$ cat src/rtl/custom_leds_pwm.sv
// Avalon-MM LED peripheral: per-channel off/on/PWM/blink with period-shadowed duty,
// a shared blink prescaler and global enable / output polarity.
module custom_leds_pwm #(
   parameter int NUM_LEDS      = 8,
   parameter int PWM_BITS      = 8,
   parameter int ADDR_W        = 6,
   parameter int BLINK_DIV_RST = 25000000
) (
   input  logic                clk,
   input  logic                reset_n,
   input  logic [ADDR_W-1:0]   avs_address,
   input  logic                avs_read,
   input  logic                avs_write,
   input  logic [31:0]         avs_writedata,
   output logic [31:0]         avs_readdata,
   output logic [NUM_LEDS-1:0] leds
);

   typedef enum logic [1:0] {
      MODE_OFF   = 2'd0,
      MODE_ON    = 2'd1,
      MODE_PWM   = 2'd2,
      MODE_BLINK = 2'd3
   } mode_e;

   localparam logic [ADDR_W-1:0]   ADDR_CTRL  = '0;
   localparam logic [ADDR_W-1:0]   ADDR_BLINK = ADDR_W'(1);
   localparam logic [PWM_BITS-1:0] PWM_LAST   = '1;

   logic                               r_en;
   logic                               r_inv;
   logic [31:0]                        r_blinkDiv;
   logic [NUM_LEDS-1:0][PWM_BITS-1:0]  r_duty;
   logic [NUM_LEDS-1:0][1:0]           r_mode;
   logic [NUM_LEDS-1:0][PWM_BITS-1:0]  r_shadow;
   logic [PWM_BITS-1:0]                r_pwmCnt;
   logic [31:0]                        r_blinkCnt;
   logic                               r_blinkPhase;

   logic                w_wrCtrl;
   logic                w_wrBlink;
   logic [NUM_LEDS-1:0] w_wrChan;
   logic                w_pwmLast;
   logic                w_blinkWrap;
   logic [NUM_LEDS-1:0] w_pwmOn;
   logic [NUM_LEDS-1:0] w_raw;
   logic [31:0]         w_rdData;
   logic                w_unusedWr;

   assign w_unusedWr = ^avs_writedata;

   always_comb begin
      w_wrCtrl  = avs_write && (avs_address == ADDR_CTRL);
      w_wrBlink = avs_write && (avs_address == ADDR_BLINK);
      w_wrChan  = '0;
      for (int i = 0; i < NUM_LEDS; i++) begin
         w_wrChan[i] = avs_write && (avs_address == ADDR_W'(i + 2));
      end
   end

   always_ff @(posedge clk or negedge reset_n) begin
      if (!reset_n) begin
         r_en       <= 1'b0;
         r_inv      <= 1'b0;
         r_blinkDiv <= 32'(BLINK_DIV_RST);
         r_duty     <= '0;
         r_mode     <= '0;
      end else begin
         if (w_wrCtrl) begin
            r_en  <= avs_writedata[0];
            r_inv <= avs_writedata[1];
         end
         if (w_wrBlink) begin
            r_blinkDiv <= avs_writedata;
         end
         for (int i = 0; i < NUM_LEDS; i++) begin
            if (w_wrChan[i]) begin
               r_duty[i] <= avs_writedata[PWM_BITS-1:0];
               r_mode[i] <= avs_writedata[17:16];
            end
         end
      end
   end

   // Shadow duties load from the pre-write register value on the last count,
   // so a duty write landing on that same cycle waits one more period.
   assign w_pwmLast = (r_pwmCnt == PWM_LAST);

   always_ff @(posedge clk or negedge reset_n) begin
      if (!reset_n) begin
         r_pwmCnt <= '0;
         r_shadow <= '0;
      end else begin
         r_pwmCnt <= r_pwmCnt + PWM_BITS'(1);
         if (w_pwmLast) begin
            r_shadow <= r_duty;
         end
      end
   end

   assign w_blinkWrap = (r_blinkCnt == (r_blinkDiv - 32'd1));

   always_ff @(posedge clk or negedge reset_n) begin
      if (!reset_n) begin
         r_blinkCnt   <= '0;
         r_blinkPhase <= 1'b0;
      end else if (w_wrBlink || (r_blinkDiv == 32'd0)) begin
         r_blinkCnt   <= '0;
         r_blinkPhase <= 1'b0;
      end else if (w_blinkWrap) begin
         r_blinkCnt   <= '0;
         r_blinkPhase <= ~r_blinkPhase;
      end else begin
         r_blinkCnt   <= r_blinkCnt + 32'd1;
      end
   end

   always_comb begin
      w_pwmOn = '0;
      w_raw   = '0;
      for (int i = 0; i < NUM_LEDS; i++) begin
         w_pwmOn[i] = (r_pwmCnt < r_shadow[i]);
         case (mode_e'(r_mode[i]))
            MODE_OFF:   w_raw[i] = 1'b0;
            MODE_ON:    w_raw[i] = 1'b1;
            MODE_PWM:   w_raw[i] = w_pwmOn[i];
            MODE_BLINK: w_raw[i] = r_blinkPhase & w_pwmOn[i];
            default:    w_raw[i] = 1'b0;
         endcase
      end
   end

   always_ff @(posedge clk or negedge reset_n) begin
      if (!reset_n) begin
         leds <= '0;
      end else if (r_en) begin
         leds <= w_raw ^ {NUM_LEDS{r_inv}};
      end else begin
         leds <= {NUM_LEDS{r_inv}};
      end
   end

   always_comb begin
      w_rdData = '0;
      if (avs_address == ADDR_CTRL) begin
         w_rdData = {30'd0, r_inv, r_en};
      end else if (avs_address == ADDR_BLINK) begin
         w_rdData = r_blinkDiv;
      end
      for (int i = 0; i < NUM_LEDS; i++) begin
         if (avs_address == ADDR_W'(i + 2)) begin
            w_rdData = {14'd0, r_mode[i], 16'(r_duty[i])};
         end
      end
   end

   // Read data is captured from current register state, so a same-cycle
   // write to the same address returns the old value.
   always_ff @(posedge clk or negedge reset_n) begin
      if (!reset_n) begin
         avs_readdata <= '0;
      end else if (avs_read) begin
         avs_readdata <= w_rdData;
      end
   end

endmodule
$ cat config.mk
export PLATFORM = sky130hd
export DESIGN_NAME = custom_leds_pwm
export DESIGN_NICKNAME = d
export VERILOG_FILES = /design/src/rtl/custom_leds_pwm.sv
export SDC_FILE = /design/constraint.sdc
export NUM_CORES = 1
export LEC_CHECK = 0
export CORE_MARGIN = 2
export CORE_UTILIZATION = 60
export DETAILED_ROUTE_END_ITERATION = 6
export HOLD_SLACK_MARGIN = 0.12
export PLACE_DENSITY_LB_ADDON = 0.08
export SYNTH_ARGS = -nofsm -noshare
export SYNTH_HDL_FRONTEND = slang
export SYNTH_SLANG_ARGS = --single-unit
$ cat constraint.sdc
create_clock -name clk -period 3.9 [get_ports clk]
set_clock_uncertainty 0.2 [all_clocks]
set_input_delay 0.585 -clock clk [delete_from_list [all_inputs] [get_ports clk]]
set_output_delay 0.585 -clock clk [all_outputs]
set_load 0.05 [all_outputs]
==> results by group, run 1 <==
Outcome
  • Outcome: complete, no violations

CTS
  • Buffers inserted by post-CTS timing repair: 0
  • Number of resized instances in the post-cts repair step: 0
  • CTS tree: built
  • Total CTS buffers: 28
  • Clk slew on worst S/H paths: 60 ps
  • Deepest clock path buffer count: 3
  • Root Driver: clkbuf_16
  • Sink count of the clock tree: 259
  • Worst-skew pair later-pin latency: 540 ps
  • Number of levels the H-tree was split into: 1

Worst setup path
  • Top cell family by delay on the critical path: simple AND/OR/NAND/NOR gates
  • CP max FO: 25
  • Number of cells on the critical path: 9
  • Type of element capturing the critical path: register
  • Worst EP arrival: 3740 ps
  • Cell-by-cell listing of the critical path: nor4_4 -> nand4_1 -> nor4_1 -> mux2i_1 -> nand2_1 -> nor4_1 -> and4_1 -> buf_12 -> nor3_1
  • Worst stage delay on the critical path: 510 ps
  • Critical setup path kind: register to register
  • CP required: 4070 ps
  • Count of buffer and inverter cells on the critical path: 1
  • Worst Reg-to-Reg Cells: 9
  • Critical path launch point type: register
  • Cell mode on critical path: nor4_1
  • Standard cell with the maximum stage delay on the critical path: dfrtp_1

Min path
  • Hold Path Depth: 2
  • Path category of the worst min-delay check: register to register

Logic synthesis
  • Dominant synthesized flop cell: dfrtp_1
  • Number of warnings printed during yosys synthesis: 0
  • Library cell with the largest summed area after synthesis: dfrtp_1
  • Commonest cells in the synthesized netlist: dfrtp_1, nand2_1, mux2_2
  • Post-synth design cell area: 0.0134 sq mm
  • Cell with the most instances after synthesis: dfrtp_1
  • Sequential element share of the synthesized area: 0.485
  • Number of distinct standard cells referenced by the synthesized netlist: 62
  • Number of register bits inferred by synthesis: 259
  • Gate count of the mapped netlist: 1290
  • Async SR Flop Fraction: 1.00
  • Area share of the largest cell type after synthesis: 0.461
  • Largest cells by area after synthesis: dfrtp_1, mux2_2, ha_1
  • Average instance area after synthesis: 10.4 sq um
  • Mapped Nets: 1391
  • Number of flops mapped to enable cells by yosys: 0

Power
  • IR drop worst, VDD: 0.413 mV
  • Lkg Pwr: 6.73 nW
  • Ratio of total power to cell area: 439 mW/mm^2

STA
  • Final number of max-transition violations: 0
  • Finish-stage setup viols: 0
  • Tcrit/Tclk final: 0.913
  • Total negative slack for setup checks: 0 ps
  • Final critical delay including setup and external delays: 3560 ps
  • Worst Max-Slew Pin Slew: 893 ps
  • Worst-case headroom to the max-slew limit: 0.405
  • Final Hold Vio Count: 0
  • Highest Clock Rate: 281 MHz
  • Setup repair after global routing missed its margin: no

Drt
  • Count of antenna-violating nets left after detailed routing: 0
  • Mean routed wirelength per cell: 20.4 um
  • Total iterations of the first detailed-routing run: 6
  • Total number of vias: 10014
  • 1st-iter DRT viols: 730
  • Detailed-route DRC error count: 0
  • Final wirelength: 34.0 mm
  • Vias per cell: 6.01

Floorplan
  • Vertical die dimension: 153 um
  • Core area: 0.0219 sq mm
  • Io pins: 82
  • Number of standard-cell rows in the floorplan: 54
  • Initial cell density of the core: 0.612
  • Die Width: 153 um
  • Full die area: 0.0235 sq mm

Layout
  • # nets final: 1466
  • Antenna diodes: 0
  • Area growth from synthesis to layout: 15.1%
  • Finished Core Util: 0.704
  • Share of layout cells above drive strength 1: 0.159

Global routing
  • Vias in the first global route: 9989
  • Grt ovf: 0
  • First-pass GRT wire length: 54.6 mm
  • Largest net degree at the start of global routing: 107
  • Antenna violations before repair: 0
  • Total global-route track usage: 0.291

Flow run
  • Count of maximum capacitance violations: 0

Place
  • GP Congestion: 0.918
  • Input/output buffers: 81
  • Estimated wirelength of the detail-placed design: 23.4 mm
==> cells by family (layout without fill, tap and decap cells) <==
family	Yosys count	in the layout	share of synthesized area
muxes	143	143	0.118
buffers and inverters	154	250	0.0473
AOI/OAI and AO/OA	234	234	0.107
xor gates and xnor gates	80	80	0.0523
adders and majority gates	59	59	0.0551
and+or+nand+nor	361	361	0.135
DFF	259	259	0.485
==> sequential cells by signal (all words and copies together) (netlist names) <==
register / flops
avs_readdata: 32
r_en: 1
r_pwmCnt: 8
leds: 8
r_inv: 1
r_blinkCnt: 32
r_blinkPhase: 1
r_blinkDiv: 32
r_shadow: 64
r_mode: 16
r_duty: 64
==> worst register-to-register path, delay by kind of cell (launching register included) <==
family                 cells  cell delay, ps
buffers and inverters      1             220
flip-flops                 1             510
AND/OR/NAND/NOR            7            2230
multiplexers               1             240
==> per-layer routing <==
metal	vias up	part of all wire	global-route usage
met2	326	0.48	0.483
li1	4653	-	-
met4	0	0.031	0.0979
met1	4975	0.43	0.400
met3	60	0.051	0.0363
met5	-	0	0
==> cell type report <==
| type | instances | area [sq um] |
|---|---|---|
| fillers | 1688 | 6470 |
| repair buffers | 109 | 1070 |
| flip-flops and latches | 259 | 6500 |
| multi-input cells | 877 | 6300 |
| inverters | 90 | 338 |
| well taps | 280 | 350 |
| clock inverters | 3 | 15.0 |
| clock buffers | 48 | 847 |
==> report_power, final <==
part / internal [mW] / switching [mW]
registers: 2.91 / 0.276
clock network: 1.46 / 1.05
logic: 0.493 / 0.573
==> path summary, 6_finish.rpt <==
path | startpoint | endpoint | slack (ps)
setup / recovery | r_blinkDiv[17]$_DFFE_PN0P_ | r_blinkCnt[26]$_DFF_PN0_ | 340
hold / removal | r_duty[10]$_DFFE_PN0P_ | r_shadow[10]$_DFFE_PN0N_ | 300
setup reg to reg | r_blinkDiv[17]$_DFFE_PN0P_ | r_blinkCnt[26]$_DFF_PN0_ | 340
hold reg to reg | r_duty[10]$_DFFE_PN0P_ | r_shadow[10]$_DFFE_PN0N_ | 300
max in group asynchronous | reset_n | r_blinkDiv[22]$_DFFE_PN1P_ | 2100
min in group asynchronous | reset_n | avs_readdata[20]$_DFFE_PN0P_ | 490
==> per-stage QoR <==
stage,setup WS (ps),instance area [sq um],power [mW],hold WS (ps),cells
floorplan,788,13400,3.88,89.4,1290
CTS,429,15400,6.78,305,1666
detailed placement,449,14500,4.29,290,1614
global placement,533,14500,4.26,276,1614
finish,339,15400,6.76,303,1666
global route,57.7,15400,7.02,316,1666
==> placed cells by master, fill, tap and decap left out, types with 5 or more instances in the layout <==
master	netlist	routed
and3_1	7	7
a221oi_1	9	9
xor2_1	33	33
ha_1	59	59
mux2_2	122	122
nand2b_1	14	14
nand3_1	25	24
a21o_1	17	17
or2_2	5	5
nor2_1	59	58
a222oi_1	10	10
clkbuf_8	0	5
buf_4	1	23
nand4_1	12	12
a31oi_1	5	5
mux2i_1	21	21
dfrtp_1	247	247
clkdlybuf4s50_1	0	79
nor4_1	10	9
dfstp_2	12	12
xnor2_1	47	47
inv_1	88	88
a21oi_1	43	43
nor2b_1	10	10
nor3_1	47	47
nor3b_1	9	9
o21ai_0	110	110
o21a_1	8	8
clkbuf_1	49	14
nand2_1	132	132
a211oi_1	11	11
clkbuf_16	0	29
and4_1	6	6
==> repair_timing <==
action                                  4_1_cts  5_1_grt
hold buffers                                  1        0
endpoints found under the setup margin        0        0
hold endpoints to repair                     91        0
Note: power is estimated with default switching activity, not from simulation.
==> run 2: changes to the inputs <==
DONT_BUFFER_PORTS = 1   (was default)
==> run 2 against run 1 <==
Compared with the run above: sequential power grew 3%; design area shrank 2.8%; critical endpoint is now r_blinkCnt[5]$_DFF_PN0_; the flow now finishes with violations (hold timing); sequential share of layout area grew 1.2 points; clock power grew 14%; die area is the same; flip-flop and latch count is the same; final cell count shrank 3.5%.
==> results by group, run 2 (synthesized netlist as in run 1, its figures left out) <==
Outcome
  • Outcome: complete, but fails checks
  • Violations in the final reports: hold timing

Drt
  • Total number of vias: 9598
  • 1st-iter DRT viols: 897
  • Total iterations of the first detailed-routing run: 5
  • Routed length on met1: 14.5 mm
  • Final wirelength: 33.1 mm
  • Mean routed wirelength per cell: 20.6 um
  • Uppermost layer routed: met4
  • Routed wire length on met3: 1.65 mm
  • Detailed-route DRC error count: 0
  • Met2 layer wire length in the routed design: 15.8 mm
  • Count of antenna-violating nets left after detailed routing: 0
  • Vias per cell: 5.97

Power
  • Ratio of total power to cell area: 466 mW/mm^2
  • Lkg Pwr: 6.59 nW
  • IR drop worst, VDD: 0.330 mV
  • Overall power of the completed layout: 6.99 mW

Layout
  • Area growth from synthesis to layout: 11.9%
  • Most used cells in the layout excluding fill and tap cells: dfrtp_1, nand2_1, mux2_2
  • Final cell count without fillers: 1607
  • Most frequent standard cell in the layout excluding fill and tap cells: dfrtp_1
  • Largest registers: r_duty x64, r_shadow x64
  • Antenna diodes: 0
  • # nets final: 1409
  • Share of layout cells above drive strength 1: 0.164
  • Finished Core Util: 0.685

Worst setup path
  • Type of element capturing the critical path: register
  • CP required: 4110 ps
  • Worst Reg-to-Reg Cells: 11
  • Endpoint of the lowest-slack register-to-register path: r_blinkCnt[5]$_DFF_PN0_
  • Top cell family by delay on the critical path: simple AND/OR/NAND/NOR gates
  • Standard cell with the maximum stage delay on the critical path: or4b_1
  • Worst stage delay on the critical path: 500 ps
  • Register-to-register setup slack: 380 ps
  • Critical setup path kind: register to register
  • Start of the worst register-to-register path: r_blinkDiv[0]$_DFFE_PN0P_
  • Worst EP arrival: 3730 ps
  • Critical path launch point type: register
  • Cell-by-cell listing of the critical path: inv_1 -> ha_1 -> nor3b_2 -> nand2_2 -> or4b_1 -> a221oi_1 -> o211ai_1 -> a211oi_2 -> and4_1 -> buf_4 -> nor3_1
  • Count of buffer and inverter cells on the critical path: 2
  • CP max FO: 32

Global routing
  • Antenna violations before repair: 0
  • Total global-route track usage: 0.284
  • First-pass GRT wire length: 53.1 mm
  • Largest net degree at the start of global routing: 260
  • Grt ovf: 0
  • Vias in the first global route: 9562

Floorplan
  • Vertical die dimension: 153 um
  • Initial cell density of the core: 0.612
  • Number of standard-cell rows in the floorplan: 54
  • Io pins: 82
  • Full die area: 0.0235 sq mm
  • Core area: 0.0219 sq mm
  • Die Width: 153 um

Place
  • Worst slack, placed: 424 ps
  • Estimated wirelength of the detail-placed design: 22.4 mm
  • GP Congestion: 0.883
  • Input/output buffers: 0
  • # placed instances: 1524

CTS
  • Buffers inserted by post-CTS timing repair: 0
  • Clk slew on worst S/H paths: 60 ps
  • Total CTS buffers: 28
  • Root Driver: clkbuf_16
  • Worst-skew pair later-pin latency: 540 ps
  • Post-cts hold buffer count: 34
  • CTS tree: built
  • Deepest clock path buffer count: 3
  • Number of levels the H-tree was split into: 1
  • Number of resized instances in the post-cts repair step: 0
  • Sink count of the clock tree: 259

STA
  • Final Worst Setup Slack: 377 ps
  • Finish-stage setup viols: 0
  • Worst Max-Slew Pin Slew: 882 ps
  • Total negative slack for setup checks: 0 ps
  • Final number of max-transition violations: 0
  • Final critical delay including setup and external delays: 3520 ps
  • Final-layout worst hold slack: -460 ps
  • Tcrit/Tclk final: 0.903
  • Setup repair after global routing missed its margin: no
  • Worst-case headroom to the max-slew limit: 0.411
  • Final Hold Vio Count: 259
  • Highest Clock Rate: 284 MHz

Min path
  • Path category of the worst min-delay check: input port to asynchronous set/reset pin

Flow run
  • Count of maximum capacitance violations: 0
## run 2: cell types whose count changed in the layout (fill, tap and decap cells not counted), moves of 2 or more
cell             before  now
clkbuf_8              5    3
clkbuf_1             14    6
buf_4                23   16
dlygate4sd3_1         1   33
clkdlybuf4s50_1      79    0
bufinv_16             0    6
## run 2: worst reg2reg max path: cells and delay by family (launching register included)
family | cells | cell delay [ps]
AOI/OAI and AO/OA | 3 | 820
adders and majority gates | 1 | 180
buffers and inverters | 2 | 440
DFF | 1 | 470
and+or+nand+nor | 5 | 1280
## run 2: worst max-delay path by stage
stage | start | to | cells after the start
2_1_floorplan | r_blinkDiv[0]$_DFFE_PN0P_ | r_blinkCnt[2]$_DFF_PN0_ | 12
3_3_place_gp | r_blinkDiv[4]$_DFFE_PN0P_ | r_blinkCnt[1]$_DFF_PN0_ | 9
3_5_place_dp | r_blinkDiv[0]$_DFFE_PN0P_ | r_blinkCnt[12]$_DFF_PN0_ | 11
4_1_cts | r_blinkDiv[0]$_DFFE_PN0P_ | r_blinkCnt[9]$_DFF_PN0_ | 11
5_1_grt | r_blinkDiv[17]$_DFFE_PN0P_ | r_blinkCnt[1]$_DFF_PN0_ | 9
6_report | r_blinkDiv[0]$_DFFE_PN0P_ | r_blinkCnt[5]$_DFF_PN0_ | 11
## run 2: layer usage
layer	track usage	up-vias
met1	0.393	4716
met5	0	-
li1	-	4555
met4	0.0952	0
met3	0.0377	61
met2	0.467	266
## run 2: per-stage QoR
step                hold WS, ps  cell area, sq um
floorplan                  89.4             13400
global placement           95.5             13600
detailed placement         94.8             13600
CTS                        -468             15000
global route               -473             15000
finish                     -460             15000
## run 2: area by class of cell
type / instances / area (sq um)
Sequential cell: 259 / 6500
Fill cell: 1689 / 6900
Clock buffer: 38 / 790
Multi-Input combinational cell: 877 / 6300
Tap cell: 280 / 350
Timing Repair Buffer: 52 / 510
Inverter: 90 / 338
Clock inverter: 11 / 208
## run 2: power breakdown
group	internal (mW)	switching (mW)
Combinational	0.436	0.418
Clock	1.80	1.07
Sequential	2.91	0.356
==> run 3: changes to the inputs <==
CTS_CLUSTER_DIAMETER = 40   (was default)
==> run 3 against run 2 <==
Compared with the run above: non-clock buffer count is 1 higher; the run still ends with hold timing left; global-route usage is 0.81 points higher; clock power is 27% higher; critical path type unchanged; routed wire length is 2.5% higher.
==> results by group, run 3 (synthesized netlist as in run 1, its figures left out) <==
CTS
  • Root Driver: clkbuf_16
  • Number of resized instances in the post-cts repair step: 0
  • Sink count of the clock tree: 259
  • Buffers inserted by post-CTS timing repair: 0
  • Clk slew on worst S/H paths: 60 ps
  • Worst-skew pair later-pin latency: 520 ps
  • Total CTS buffers: 39
  • Number of levels the H-tree was split into: 2
  • Deepest clock path buffer count: 3
  • Post-cts hold buffer count: 35
  • CTS tree: built

Drt
  • Mean routed wirelength per cell: 20.8 um
  • Total number of vias: 9777
  • Total iterations of the first detailed-routing run: 6
  • Vias per cell: 5.99
  • Count of antenna-violating nets left after detailed routing: 0
  • 1st-iter DRT viols: 693
  • Final wirelength: 33.9 mm
  • Detailed-route DRC error count: 0

Floorplan
  • Io pins: 82
  • Vertical die dimension: 153 um
  • Die Width: 153 um
  • Initial cell density of the core: 0.612
  • Core area: 0.0219 sq mm
  • Full die area: 0.0235 sq mm
  • Number of standard-cell rows in the floorplan: 54

STA
  • Worst-case headroom to the max-slew limit: 0.426
  • Tcrit/Tclk final: 0.917
  • Setup repair after global routing missed its margin: no
  • Final number of max-transition violations: 0
  • Final Hold Vio Count: 259
  • Highest Clock Rate: 280 MHz
  • Total negative slack for setup checks: 0 ps
  • Final critical delay including setup and external delays: 3580 ps
  • Final-layout worst hold slack: -432 ps
  • Worst Max-Slew Pin Slew: 859 ps
  • Final Worst Setup Slack: 324 ps
  • Finish-stage setup viols: 0

Worst setup path
  • Worst EP arrival: 3760 ps
  • Number of cells on the critical path: 11
  • Type of element capturing the critical path: register
  • Worst stage delay on the critical path: 500 ps
  • Start of the worst register-to-register path: r_blinkDiv[0]$_DFFE_PN0P_
  • Critical Path Sink: r_blinkCnt[24]$_DFF_PN0_
  • Register-to-register setup slack: 320 ps
  • CP max FO: 32
  • CP required: 4080 ps
  • Worst Reg-to-Reg Cells: 11
  • Critical path launch point type: register
  • Critical setup path kind: register to register
  • Cell-by-cell listing of the critical path: inv_1 -> ha_1 -> nor3b_2 -> nand2_2 -> or4b_1 -> a221oi_1 -> o211ai_1 -> a211oi_2 -> and4_1 -> buf_4 -> nor3_1
  • Endpoint of the lowest-slack register-to-register path: r_blinkCnt[24]$_DFF_PN0_
  • Standard cell with the maximum stage delay on the critical path: or4b_1
  • Count of buffer and inverter cells on the critical path: 2
  • Startpoint of the worst setup timing path: r_blinkDiv[0]$_DFFE_PN0P_
  • Top cell family by delay on the critical path: simple AND/OR/NAND/NOR gates

Place
  • Input/output buffers: 0
  • Worst slack, placed: 424 ps
  • Instance area after placement: 0.0136 sq mm
  • GP Congestion: 0.883
  • Estimated wirelength of the detail-placed design: 22.4 mm

Global routing
  • Vias in the first global route: 9851
  • Largest net degree at the start of global routing: 260
  • Antenna violations before repair: 4
  • Total global-route track usage: 0.293
  • First-pass GRT wire length: 54.3 mm
  • Grt ovf: 0

Layout
  • Final instance area: 0.0154 sq mm
  • # nets final: 1421
  • Largest registers: r_duty x64, r_shadow x64
  • Finished Core Util: 0.703
  • Most frequent standard cell in the layout excluding fill and tap cells: dfrtp_1
  • Most used cells in the layout excluding fill and tap cells: dfrtp_1, nand2_1, mux2_2
  • Area growth from synthesis to layout: 14.9%
  • Share of layout cells above drive strength 1: 0.179

Power
  • IR drop worst, VDD: 0.366 mV
  • Switching Share: 0.267
  • Register share of total power: 0.421
  • Ratio of total power to cell area: 505 mW/mm^2
  • Logic gate share of total power: 0.111
  • Share of power burned in the clock network: 0.468
  • Lkg Pwr: 6.78 nW
  • Internal cell power: 5.70 mW
  • Overall power of the completed layout: 7.77 mW
  • Net switching component of the power: 2.07 mW

Outcome
  • Violations in the final reports: hold timing
  • Outcome: complete, but fails checks

Flow run
  • Count of maximum capacitance violations: 0

Min path
  • Path category of the worst min-delay check: input port to asynchronous set/reset pin
==> run 3: changes by cell type in the layout (fill, tap and decap cells not counted), sizes merged <==
cell         before  now
bufinv            6    5
diode             0    2
clkbuf           38   50
dlygate4sd3      33   34
inv              88   94
clkinv            6    9
clkinvlp          1    3
==> run 3: worst min path at each step <==
stage	to	slack (ps)	depth (start not counted)
floorplan	avs_readdata[0]$_DFFE_PN0P_	90	0
global placement	avs_readdata[15]$_DFFE_PN0P_	100	0
detailed placement	avs_readdata[15]$_DFFE_PN0P_	90	0
CTS	avs_readdata[15]$_DFFE_PN0P_	-450	0
global route	r_mode[5]$_DFFE_PN0P_	-440	0
finish	avs_readdata[15]$_DFFE_PN0P_	-430	0
==> run 3: cell type report <==
class,count,area [sq um]
antenna,2,5.00
clock buffer,50,1100
clock inverter,21,282
fill,1631,6500
inverter,90,338
multi-input combinational,877,6300
sequential,259,6500
tap,280,350
timing repair buffer,53,520
==> run 3: metal layers <==
| metal | up-vias | share of wire | global-route usage |
|---|---|---|---|
| li1 | 4604 | - | - |
| met1 | 4811 | 0.44 | 0.391 |
| met2 | 283 | 0.48 | 0.479 |
| met3 | 79 | 0.048 | 0.0454 |
| met4 | 0 | 0.041 | 0.125 |
| met5 | - | 0 | 0 |
==> run 3: power by group through the flow <==
stage	Combinational, mW	Clock [mW]	Sequential [mW]
after floorplan	0.699	0	3.18
after global placement	0.776	0	3.30
after detailed placement	0.789	0	3.31
after CTS	0.855	3.69	3.27
after global routing	0.940	3.79	3.30
final	0.860	3.64	3.27
==> run 3: per-stage QoR <==
step           std cells  hold WS (ps)
2_1_floorplan       1290          89.4
3_3_place_gp        1524          95.5
3_5_place_dp        1524          94.8
4_1_cts             1630          -446
5_1_grt             1632          -444
6_report            1632          -432
==> run 3: worst reg2reg max path, stage by stage, from the launching register on <==
cell and delay [ps]:
dfrtp_1 480, inv_1 100, ha_1 180, nor3b_2 250, nand2_2 190, or4b_1 500, a221oi_1 370, o211ai_1 180
a211oi_2 310, and4_1 230, buf_4 340, nor3_1 120
